--- src/rtl/muldiv_seq.sv ---
// Iterative signed multiply/divide unit: radix-2 Booth multiply and restoring
// divide on magnitudes, one step per clock, results held in HI/LO registers.
module muldiv_seq #(
  parameter int unsigned WIDTH = 32
) (
  input  logic             clk,
  input  logic             reset,
  input  logic             start,
  input  logic             op,
  input  logic [WIDTH-1:0] a_in,
  input  logic [WIDTH-1:0] b_in,
  output logic             busy,
  output logic             done,
  output logic             div_zero,
  output logic [WIDTH-1:0] hi_out,
  output logic [WIDTH-1:0] lo_out
);

  localparam int unsigned CNT_W = (WIDTH > 1) ? $clog2(WIDTH) : 1;
  localparam int unsigned PW    = 2 * WIDTH + 1;

  typedef enum logic [1:0] {S_IDLE, S_MULT, S_DIV, S_DONE} state_t;

  state_t           state, state_next;
  logic             busy_next, done_next, div_zero_next;
  logic [CNT_W-1:0] cnt;
  logic [PW-1:0]    work;
  logic [WIDTH-1:0] mcand;
  logic             neg_q, neg_r;
  logic             last_step;

  assign last_step = (cnt == CNT_W'(WIDTH - 1));

  function automatic logic [WIDTH-1:0] mag(input logic [WIDTH-1:0] x);
    return x[WIDTH-1] ? (~x + WIDTH'(1)) : x;
  endfunction

  function automatic logic [WIDTH-1:0] neg_if(input logic n, input logic [WIDTH-1:0] x);
    return n ? (~x + WIDTH'(1)) : x;
  endfunction

  // State and registered status flags
  always_ff @(posedge clk or negedge reset) begin
    if (!reset) begin
      state    <= S_IDLE;
      busy     <= 1'b0;
      done     <= 1'b0;
      div_zero <= 1'b0;
    end else begin
      state    <= state_next;
      busy     <= busy_next;
      done     <= done_next;
      div_zero <= div_zero_next;
    end
  end

  always_comb begin
    state_next = state;
    case (state)
      S_IDLE: begin
        if (start) begin
          if (!op)              state_next = S_MULT;
          else if (b_in == '0)  state_next = S_DONE;
          else                  state_next = S_DIV;
        end
      end
      S_MULT:  if (last_step) state_next = S_DONE;
      S_DIV:   if (last_step) state_next = S_DONE;
      S_DONE:  state_next = S_IDLE;
      default: state_next = S_IDLE;
    endcase
  end

  // Flags are computed one cycle ahead so they come straight out of flops
  always_comb begin
    busy_next     = (state_next == S_MULT) || (state_next == S_DIV);
    done_next     = (state_next == S_DONE);
    div_zero_next = (state == S_IDLE) && start && op && (b_in == '0);
  end

  // Booth step: W+1-bit add keeps the most-negative multiplicand exact
  logic [WIDTH:0]   booth_sum;
  logic [PW-1:0]    booth_next;
  always_comb begin
    booth_sum = {work[PW-1], work[PW-1:WIDTH+1]};
    case (work[1:0])
      2'b01:   booth_sum = booth_sum + {mcand[WIDTH-1], mcand};
      2'b10:   booth_sum = booth_sum - {mcand[WIDTH-1], mcand};
      default: booth_sum = {work[PW-1], work[PW-1:WIDTH+1]};
    endcase
    booth_next = {booth_sum, work[WIDTH:1]};
  end

  // Restoring divide step on magnitudes: remainder in upper half, quotient lower
  logic [WIDTH-1:0] div_rem, div_quo, rem_next, quo_next;
  logic [WIDTH:0]   div_shift, div_trial;
  always_comb begin
    div_rem   = work[2*WIDTH-1:WIDTH];
    div_quo   = work[WIDTH-1:0];
    div_shift = {div_rem, div_quo[WIDTH-1]};
    div_trial = div_shift - {1'b0, mcand};
    quo_next  = {div_quo[WIDTH-2:0], ~div_trial[WIDTH]};
    rem_next  = div_trial[WIDTH] ? div_shift[WIDTH-1:0] : div_trial[WIDTH-1:0];
  end

  always_ff @(posedge clk or negedge reset) begin
    if (!reset) begin
      work   <= '0;
      mcand  <= '0;
      cnt    <= '0;
      neg_q  <= 1'b0;
      neg_r  <= 1'b0;
      hi_out <= '0;
      lo_out <= '0;
    end else begin
      case (state)
        S_IDLE: begin
          if (start) begin
            cnt <= '0;
            if (!op) begin
              mcand <= a_in;
              work  <= {WIDTH'(0), b_in, 1'b0};
            end else begin
              mcand <= mag(b_in);
              work  <= {1'b0, WIDTH'(0), mag(a_in)};
              neg_q <= a_in[WIDTH-1] ^ b_in[WIDTH-1];
              neg_r <= a_in[WIDTH-1];
            end
          end
        end
        S_MULT: begin
          work <= booth_next;
          cnt  <= cnt + CNT_W'(1);
          if (last_step) begin
            hi_out <= booth_next[PW-1:WIDTH+1];
            lo_out <= booth_next[WIDTH:1];
          end
        end
        S_DIV: begin
          work <= {1'b0, rem_next, quo_next};
          cnt  <= cnt + CNT_W'(1);
          // Sign fix-up: quotient truncates to zero, remainder follows dividend
          if (last_step) begin
            lo_out <= neg_if(neg_q, quo_next);
            hi_out <= neg_if(neg_r, rem_next);
          end
        end
        default: ;
      endcase
    end
  end

endmodule
--- config.mk ---
export PLATFORM = sky130hd
export DESIGN_NAME = muldiv_seq
export DESIGN_NICKNAME = d
export VERILOG_FILES = /design/src/rtl/muldiv_seq.sv
export SDC_FILE = /design/constraint.sdc
export NUM_CORES = 1
export LEC_CHECK = 0
export BUFFER_PORTS_ARGS = -buffer_cell sky130_fd_sc_hd__buf_2
export CELL_PAD_IN_SITES_DETAIL_PLACEMENT = 1
export CELL_PAD_IN_SITES_GLOBAL_PLACEMENT = 1
export CORE_ASPECT_RATIO = 1.1
export CORE_MARGIN = 8
export CORE_UTILIZATION = 50
export DETAILED_ROUTE_END_ITERATION = 12
export HOLD_SLACK_MARGIN = 0.03
export PLACE_DENSITY_LB_ADDON = 0.1
export SYNTH_ARGS = -nofsm -noshare
export SYNTH_HDL_FRONTEND = slang
export SYNTH_SLANG_ARGS = --single-unit
--- constraint.sdc ---
create_clock -name clk -period 8.58 [get_ports clk]
set_input_delay 0.429 -clock clk [delete_from_list [all_inputs] [get_ports clk]]
set_output_delay 0.429 -clock clk [all_outputs]
set_load 0.005 [all_outputs]
* Yosys cells after proc, flatten, opt, wreduce, memory -nomap -nowiden
Cells that the tools add are included.
** Storage, ports and cells
- Flip-flop bits (word level) :: 173
- Input bits :: 68
- Output and inout port bits :: 67
- Word-level logic and storage cells :: 75
** Operators by class
- Add/subtract/negate cells :: 8
- Equality and inequality tests :: 12
- Multiplexer cells :: 23
- Bitwise logic cells :: 6
- Reduce and logical (&&, ||, !) cells :: 15
** Operators with widths (number)
- $mux W32 :: 10
- $pmux W65 S3 :: 1
- $add A32 B1 Y32 const B :: 4
- $not A32 Y32 :: 4
- $pmux W32 S2 :: 2
- $pmux W33 S2 :: 1
- $mux W65 :: 1
- $add A32 B32 Y33 :: 1
- $mux W33 :: 1
- $sub A32 B32 Y33 :: 1
- $sub A33 B32 Y33 :: 1
- $logic_not A32 Y1 :: 1
- $eq A2 B2 Y1 const B :: 5
- $pmux W5 S2 :: 1
- $eq A2 B1 Y1 const B :: 3
- $mux W2 :: 3
- $ne A2 B2 Y1 const B :: 3
- $pmux W2 S3 :: 1
- $reduce_and A2 Y1 :: 3
- $reduce_and A3 Y1 :: 2
- $add A5 B1 Y5 const B :: 1
- $eq A5 B5 Y1 const B :: 1
- $mux W5 :: 1
- $reduce_bool A2 Y1 :: 2
- 8 further kinds :: 10

* Logic depth before layout (Yosys ltp)
Gate-level depths: netlist of the first run.
- Word-level depth :: 7
- Depth in mapped cells :: 24
- Depth with buffers taken out :: 21

* Least setup slack after synthesis of the first run
OpenSTA, ideal clock, no wires.
- Path kind :: reg-to-reg
- Start :: register work[31]
- End :: register lo_out[26]
- Library setup time :: 129 ps
- Data arrival time :: 5062 ps
- Data required time :: 8451 ps
- Slack :: 3389 ps
- Cell stages (with the launch flop) :: 25
- Period minus slack after synthesis :: 5191 ps
- Cells stage by stage :: dfrtp_1 > inv_1 > ha_1 > fa_1 > nor2b_1 > o31a_2 > o2111ai_2 > a21oi_2 > o21a_2 > nor2_4 > inv_2 > buf_2 > buf_2 > buf_2 > buf_2 > ha_1 > nand4_1 > or3_1 > or3_1 > or2_2 > o41ai_1 > xor2_1 > nor2_1 > a21oi_1 > o21ai_1
** Between the ends
- Longest elaborated chain between the ends :: 7
** Ends and longest elaborated chain
- start, declared :: RTL line 27 : logic [PW-1:0] work;
- start signal, assigned :: RTL line 122 : work <= {WIDTH'(0), b_in, 1'b0};
- start signal, assigned :: RTL line 125 : work <= {1'b0, WIDTH'(0), mag(a_in)};
- start signal, assigned :: RTL line 132 : work <= booth_next;
- $sub A33 B32 Y33 :: RTL line 101 : div_trial = div_shift - {1'b0, mcand};
- $not A1 Y1 :: RTL line 102 : quo_next = {div_quo[WIDTH-2:0], ~div_trial[WIDTH]};
- $not A32 Y32 :: RTL line 39 : return n ? (~x + WIDTH'(1)) : x;
- $add A32 B1 Y32 :: RTL line 39
- $mux W32 :: RTL line 39
- $mux W32 :: RTL line 143 : if (last_step) begin
- $pmux W32 S2 :: RTL line 116 : case (state)
- end signal, assigned :: RTL line 136 : lo_out <= booth_next[WIDTH:1];
- end signal, assigned :: RTL line 144 : lo_out <= neg_if(neg_q, quo_next);
- end, declared :: RTL line 16 : output logic [WIDTH-1:0] lo_out
Every way passes these cells. The select of a mux whose other input is x is not followed.
A chain may end at the register's enable or synchronous reset.

* Worst setup path after layout of the first run
Same ends and word-level chain as after synthesis.

==> results of run 1 <==
-- state kept, by name (all words and copies together) (netlist names) --
name      count
work         65
hi_out       32
lo_out       32
mcand        32
cnt           5
state         2
busy          1
div_zero      1
done          1
neg_q         1
neg_r         1
-- kinds of logic after synthesis --
kind of cell	synth area share
buf+inv	0.0488
fa+ha+maj	0.0628
xor+xnor	0.108
flops	0.268
mux	0.0345
simple gates	0.187
compound gates	0.292
-- area by class of cell --
| type | instances | share of cell area |
|---|---|---|
| Clock buffer | 17 | 0.0241 |
| Timing Repair Buffer | 152 | 0.0460 |
| Clock inverter | 15 | 0.00979 |
| Antenna cell | 2 | 0.000284 |
| Tap cell | 426 | 0.0302 |
| Multi-Input combinational cell | 1698 | 0.628 |
| Sequential cell | 173 | 0.245 |
| Inverter | 74 | 0.0157 |
-- worst max path at each step --
stage	start	endpoint	slack, ps	cells after the start
2_1_floorplan	work[31]$_DFFE_PN0P_	lo_out[26]$_DFFE_PN0P_	3390	24
3_3_place_gp	work[59]$_DFFE_PN0P_	lo_out[26]$_DFFE_PN0P_	3010	18
3_5_place_dp	work[31]$_DFFE_PN0P_	lo_out[28]$_DFFE_PN0P_	2870	20
4_1_cts	work[31]$_DFFE_PN0P_	lo_out[26]$_DFFE_PN0P_	2730	20
5_1_grt	work[31]$_DFFE_PN0P_	lo_out[26]$_DFFE_PN0P_	2350	20
6_report	work[31]$_DFFE_PN0P_	lo_out[26]$_DFFE_PN0P_	2650	20
-- cell usage after synthesis, drive strengths merged, types with 14 or more instances --
library cell | number | area share
nand2 | 253 | 0.059
o21ai | 231 | 0.072
nor2 | 181 | 0.042
dfrtp | 173 | 0.27
a21oi | 151 | 0.047
xnor2 | 113 | 0.062
clkbuf | 98 | 0.023
xor2 | 85 | 0.046
ha | 78 | 0.060
inv | 73 | 0.017
a31oi | 43 | 0.017
mux2i | 40 | 0.025
a22o | 38 | 0.021
o31ai | 36 | 0.017
a21o | 34 | 0.016
buf | 31 | 0.0089
nand3 | 27 | 0.0087
or3 | 26 | 0.010
nor4 | 21 | 0.0085
nor3 | 20 | 0.0072
o21a | 20 | 0.0098
a22oi | 19 | 0.0088
nor2b | 19 | 0.0074
o41ai | 19 | 0.012
or4 | 17 | 0.0086
a211oi | 16 | 0.0074
nand2b | 15 | 0.0058
mux2 | 14 | 0.0098
-- metrics by stage --
step           hold WS, ps  cells
3_5_place_dp           467   2523
5_1_grt                218   2555
3_3_place_gp           458   2523
4_1_cts                171   2555
6_report               137   2557
2_1_floorplan          133   2074
-- routing by layer --
layer,routed length (microns),vias to the layer above
li1,-,7605
met1,26800,8436
met2,31100,662
met3,4200,181
met4,3250,8
met5,51,-
-- critical path, cell delays in order, from the launching register on --
cell                        delay (ps)
sky130_fd_sc_hd__dfrtp_1           430
sky130_fd_sc_hd__inv_1             120
sky130_fd_sc_hd__ha_1              250
sky130_fd_sc_hd__fa_1              410
sky130_fd_sc_hd__nor2b_1           160
sky130_fd_sc_hd__o31a_2            280
sky130_fd_sc_hd__o2111ai_2         180
sky130_fd_sc_hd__a21oi_2           290
sky130_fd_sc_hd__o21a_2            270
sky130_fd_sc_hd__nor2_4             60
sky130_fd_sc_hd__inv_2             650
sky130_fd_sc_hd__ha_1              360
sky130_fd_sc_hd__nand4_1           160
sky130_fd_sc_hd__or3_1             500
sky130_fd_sc_hd__or3_1             420
sky130_fd_sc_hd__or2_2             350
sky130_fd_sc_hd__o41ai_1           360
sky130_fd_sc_hd__xor2_1            190
sky130_fd_sc_hd__nor2_1             70
sky130_fd_sc_hd__a21oi_1           170
sky130_fd_sc_hd__o21ai_1            70
==> results by stage, run 1 <==
Floorplanning:
- The I/O pin count is 135.
- For this configuration, the core starts out at a cell density of 0.503.
- The x dimension of the die is 187 microns.
- In this run the core area contains 69 standard-cell rows.
- The total core area is 0.0321 sq mm.
- The die footprint is 0.0383 sq mm.
- The die height is 205 microns.

Timing:
- The number of hold violations in the final report is 0.
- The relative slew slack is 0.271.
- The post-route minimum period is 5930 ps.
- The transition at the pin with the smallest max-transition slack is 1090 ps.
- The clock arrives with 14.8 ps of skew.
- The highest clock frequency the design can meet is 169 MHz.
- The worst setup slack after layout is 2650 ps.
- Setup violations remaining at the end of the flow were counted as 0.
- After routing, the total negative slack on setup checks comes to 0 ps.
- The max-slew violation count was 0.
- The share of the clock period used by the worst path is 0.691.
- Setup repair after global routing left no endpoint under its margin.

Logic synthesis:
- Among all flip-flop cells after synthesis, the most frequent one is sky130_fd_sc_hd__dfrtp_1.
- For this run, the register share of the synthesized area comes to 0.268.
- During synthesis, Yosys emitted a total of 0 warnings.
- After technology mapping, the gate count stands at 2,074.
- The number of nets in the synthesized netlist is 2,222.
- The number of different library cells used by synthesis comes to 96.
- After synthesis the netlist holds a flip-flop and latch count of 173.
- The area of the mapped netlist is 0.0162 sq mm.
- Averaged over all synthesized cells, the footprint is 7.79 sq um.
- In the synthesized netlist the async set-or-reset flop fraction comes to 1.00.
- Counting flops with a built-in enable in the synthesized netlist gives 0.

Placement:
- In this run the cell area measured after placement is 0.0170 sq mm.
- The post-placement worst setup slack is 2870 ps.
- The half-perimeter wire length after detailed placement is 49.8 mm.
- Port buffering added 134 buffers.
- At the end of routability-driven placement, the weighted congestion stood at 0.973.

Clock tree:
- Buffers added to address setup during post-CTS repair amount to 0.
- No sink is reached through more buffers than the 2 on the longest clock path.
- The number of buffers added to fix hold violations after cts is 0.
- TritonCTS built the clock tree.
- At the later pin of the worst-skew pair, clock insertion delay measures 450 ps.
- The number of instances resized during post-cts repair is 0.
- After clock tree synthesis, the clock-pin slew on the worst setup and hold paths is 80 ps.
- The number of clock buffers added by TritonCTS is 17.
- In this run the number of H-tree levels came out at 4.
- The clock root buffer is sky130_fd_sc_hd__clkbuf_16.
- The total clock sinks is 173.

Cells and area:
- In the final layout, flip-flops and latches occupy 0.00433 sq mm.
- Leaving out fill and tap cells, the most frequent cells in the layout are 251 x sky130_fd_sc_hd__nand2_1, 219 x sky130_fd_sc_hd__o21ai_0, 179 x sky130_fd_sc_hd__nor2_1.
- The layout overhead on the synthesized area is 9.11%.
- For this run, the post-layout net count is 2,264.
- Leaving out fill and tap cells, the most frequent cell in the layout is sky130_fd_sc_hd__nand2_1.
- The finished cells cover 0.0176 sq mm.
- After filler insertion, the fill cell instance count of the layout stands at 4,021.
- Measured on the finished design, the core utilization comes to 0.549.
- The area occupied by multi-input gates is 0.0111 sq mm.
- In the final layout, the share of cells above drive strength 1 is 0.117.

Run status:
- The flow ran to the end, and the final reports show no timing, DRC or antenna violations.

Global routing:
- The wire length of the first global-routing pass is 102 mm.
- For this run, global-route usage on met1 was measured as 0.413.
- Entering global routing, the biggest net connects 105 pins.
- The number of antenna violations at the first check in global routing is 5.
- For this run, global-route usage on met2 was measured as 0.570.
- After global routing the overflow that remains totals 0.
- The met3 usage in global routing is 0.0536.
- The via count of the first global-routing pass is 17,573.
- Across every metal layer, demand over resource in global routing totals 0.336.
- The most crowded layer after global routing is met2.

Routing:
- The number of design-rule violations left by the first detailed-router iteration is 1,305.
- The number of nets still failing antenna checks after routing is 0.
- The total via count after detailed routing is 16,892.
- The total wire length after detailed routing is 65.4 mm.
- In the final routed layout, each cell accounts on average for 25.6 microns.
- The detailed-router iteration count before antenna repair is 5.
- The number of vias per cell after detailed routing is 6.61.
- The residual DRC count is 0.

Worst setup path:
- Data on the critical path arrives at its endpoint at 6230 ps.
- The required time of the worst setup path is 8880 ps.
- Of all nets on the critical path, the largest fanout is 48.
- In this run the critical register-to-register path is captured at lo_out[26]$_DFFE_PN0P_.
- In this run the critical register-to-register path is launched from work[31]$_DFFE_PN0P_.
- Across all register-to-register paths, the minimum setup slack is 2650 ps.
- The cell depth of the worst flop-to-flop path is 20.
- The launching element type of the critical path is a flip-flop.
- The worst setup path is captured at a flip-flop.
- The setup path with the least slack is of type reg -> reg.

Job:
- Across the run, the number of max-cap violations was 0.

Min path:
- The tightest min-delay check is of the in -> async type.
Power of run 1 is not shown: default switching activity piles up to over one toggle a cycle in this logic, so the estimate is an artifact.
==> run 2, diff against run 1 <==
--- a/config.mk
+++ b/config.mk
@@ -10,7 +10,7 @@
 export CELL_PAD_IN_SITES_GLOBAL_PLACEMENT = 1
 export CORE_ASPECT_RATIO = 1.1
 export CORE_MARGIN = 8
-export CORE_UTILIZATION = 50
+export CORE_UTILIZATION = 46
 export DETAILED_ROUTE_END_ITERATION = 12
 export HOLD_SLACK_MARGIN = 0.03
 export PLACE_DENSITY_LB_ADDON = 0.1
==> constraint.sdc (replaced) <==
create_clock -name clk -period 5.8 [get_ports clk]
set_input_delay 0.29 -clock clk [delete_from_list [all_inputs] [get_ports clk]]
set_output_delay 0.29 -clock clk [all_outputs]
set_load 0.005 [all_outputs]
==> run 2 against run 1 <==
Effect of this change: the run now ends with negative hold slack left; critical path depth is the same; hold slack worse by 190 ps; non-clock buffer count increased by 8.
==> results by stage, run 2 (synthesized netlist as in run 1, its figures left out) <==
Run status:
- The run finished, with violations left.
- The checks that failed: negative hold slack.

Cells and area:
- The register name with the most flops is work.
- The register area is 0.00433 sq mm.
- The flip-flop count of the largest register after layout is 65.
- The share of layout cells above drive strength 1 is 0.120.
- The library cell used most frequently in the layout, excluding fill and tap cells, is sky130_fd_sc_hd__nand2_1.
- In the final layout, the multi-input gates occupy 0.0111 sq mm.
- From synthesis to final layout, the design area changed by 9.74%.
- The net count reported at finish is 2,272.
- In the layout the commonest cells are 251 x sky130_fd_sc_hd__nand2_1, 219 x sky130_fd_sc_hd__o21ai_0, 179 x sky130_fd_sc_hd__nor2_1.
- The filler cells instantiated in the layout total 4,346.
- For this run, the share of the core covered by cells in the final layout is 0.509.

Global routing:
- The total track usage is 0.312.
- The via count of the first global-routing pass is 16,979.
- The total grt overflow is 0.
- The number of antenna violations at the first check in global routing is 4.
- Entering global routing, the biggest net connects 174 pins.
- The wire length of the first global-routing pass is 101 mm.

Timing:
- The number of hold violations in the final report is 41.
- The transition at the pin with the smallest max-transition slack is 1260 ps.
- In this run the tightest slew margin relative to its limit is 0.157.
- Based on the critical path, the design can be clocked at up to 189 MHz.
- The worst hold slack is -48.6 ps.
- Setup repair after global routing left no endpoint under its margin.
- The share of the clock period used by the worst path is 0.912.
- The final clock skew is 10.5 ps.
- The number of endpoints failing setup at the final stage is 0.
- The final setup TNS is 0 ps.
- The max-slew violation count came to 0.
- The post-route minimum period is 5290 ps.

Placement:
- The HPWL after detailed placement is 50.3 mm.
- The quantity of I/O buffers inserted on ports is 134.
- Routability-driven placement finished with a final weighted congestion of 0.952.

Worst setup path:
- The highest net fanout along the worst path is 11.
- The worst setup path is launched from a flip-flop.
- The class of the most critical setup path is reg -> reg.
- The endpoint type of the worst setup path is a flip-flop.
- The worst endpoint data arrival time is 5620 ps.
- The required time of the worst setup path is 6130 ps.

Floorplanning:
- After floorplanning, the core was divided into 72 placement rows.
- The die height is 213 microns.
- The die footprint is 0.0414 sq mm.
- The starting density of the core is 0.464.
- In this run the count of I/O pins placed on the die edge is 135.
- The x dimension of the die is 195 microns.
- The total core area is 0.0349 sq mm.

Routing:
- After detailed routing, the number of remaining DRC violations is 0.
- After the first detailed-routing iteration, the DRC count stood at 1,124.
- The total via count after detailed routing is 16,658.
- The routed design has 65.5 mm of wire.
- The routed length per placed instance is 25.4 microns.
- The number of nets still failing antenna checks after routing is 0.
- Dividing the detail-routed via count by the number of cells gives 6.45.
- For this run, the detailed router's first-pass iteration total came to 5.

Clock tree:
- The clock transition at the register clock pins on the worst setup and hold paths after CTS is 80 ps.
- TritonCTS built the clock tree.
- Counting the buffers created by CTS gives 17.
- The number of buffers added to fix hold violations after cts is 0.
- The H-tree depth reported by CTS is 4.
- The total clock sinks is 173.
- The number of instances resized during post-cts repair is 0.
- The clock reaches the later pin of the worst-skew pair after 470 ps.
- CTS placed an instance of sky130_fd_sc_hd__clkbuf_16 at the clock tree root.
- Counting along the longest clock path gives a buffer depth of 2.
- After clock tree synthesis, the setup repair step added 0 buffers.

Min path:
- The tightest min-delay check is of the in -> async type.

Job:
- Across the run, the number of max-cap violations was 0.
run 2: cell count changes in the layout (fill, tap and decap cells not counted):
cell | previous run | this run
sky130_fd_sc_hd__bufinv_16 | 1 | 2
sky130_fd_sc_hd__clkinv_2 | 0 | 1
sky130_fd_sc_hd__clkinv_8 | 2 | 1
sky130_fd_sc_hd__buf_12 | 0 | 1
sky130_fd_sc_hd__inv_6 | 5 | 1
sky130_fd_sc_hd__diode_2 | 2 | 1
sky130_fd_sc_hd__inv_8 | 3 | 4
sky130_fd_sc_hd__ha_1 | 75 | 76
sky130_fd_sc_hd__ha_2 | 3 | 2
sky130_fd_sc_hd__buf_4 | 18 | 25
sky130_fd_sc_hd__clkinv_4 | 2 | 4
run 2: per-layer routing:
layer | vias to the layer above | track usage | part of all wire
met2 | 523 | 0.536 | 0.48
met4 | 6 | 0.139 | 0.042
li1 | 7627 | - | -
met1 | 8358 | 0.388 | 0.42
met5 | - | 0 | 0.00052
met3 | 144 | 0.0446 | 0.053
run 2: path summary, 6_finish.rpt:
check	startpoint	end	slack, ps	depth (start not counted)
max in group asynchronous	reset	work[46]$_DFFE_PN0P_	4980	2
hold / removal	reset	cnt[4]$_DFFE_PN0P_	-50	2
setup / recovery	work[31]$_DFFE_PN0P_	lo_out[30]$_DFFE_PN0P_	510	20
min in group clk	start	state[0]$_DFF_PN0_	140	2
setup reg to reg	work[31]$_DFFE_PN0P_	lo_out[30]$_DFFE_PN0P_	510	20
hold reg to reg	lo_out[2]$_DFFE_PN0P_	lo_out[2]$_DFFE_PN0P_	480	2
run 2: through the flow:
stage	worst slack, ps	area, sq um	cells	hold slack (ps)
5_1_grt	234	17700	2582	63.6
3_5_place_dp	601	17100	2549	469
6_report	510	17700	2582	-48.6
2_1_floorplan	609	16200	2074	-5.59
4_1_cts	556	17700	2581	44.0
3_3_place_gp	810	17100	2549	460
run 2: area by class of cell:
class                      count  area share
sequential                   173       0.244
multi-input combinational   1698       0.625
inverter                      74      0.0157
tap                          444      0.0313
antenna                        1    0.000141
clock buffer                  17      0.0240
timing repair buffer         160      0.0499
clock inverter                15      0.0104
run 2: worst max-delay path, cell delays in order, from the launching register on:
cell and delay (ps):
sky130_fd_sc_hd__dfrtp_1 430, sky130_fd_sc_hd__inv_1 120, sky130_fd_sc_hd__ha_1 250, sky130_fd_sc_hd__fa_1 410, sky130_fd_sc_hd__nor2b_1 160, sky130_fd_sc_hd__o31a_2 280, sky130_fd_sc_hd__o2111ai_2 180, sky130_fd_sc_hd__a21oi_2 290
sky130_fd_sc_hd__o21a_2 280, sky130_fd_sc_hd__nor2_4 80, sky130_fd_sc_hd__inv_2 180, sky130_fd_sc_hd__ha_1 260, sky130_fd_sc_hd__nand4_1 170, sky130_fd_sc_hd__or3_1 500, sky130_fd_sc_hd__or3_1 420, sky130_fd_sc_hd__or2_2 350
sky130_fd_sc_hd__o31ai_1 320, sky130_fd_sc_hd__xor2_1 180, sky130_fd_sc_hd__nor2_1 60, sky130_fd_sc_hd__a21oi_1 120, sky130_fd_sc_hd__o21ai_0 80
Power of run 2 is left out for the same reason.
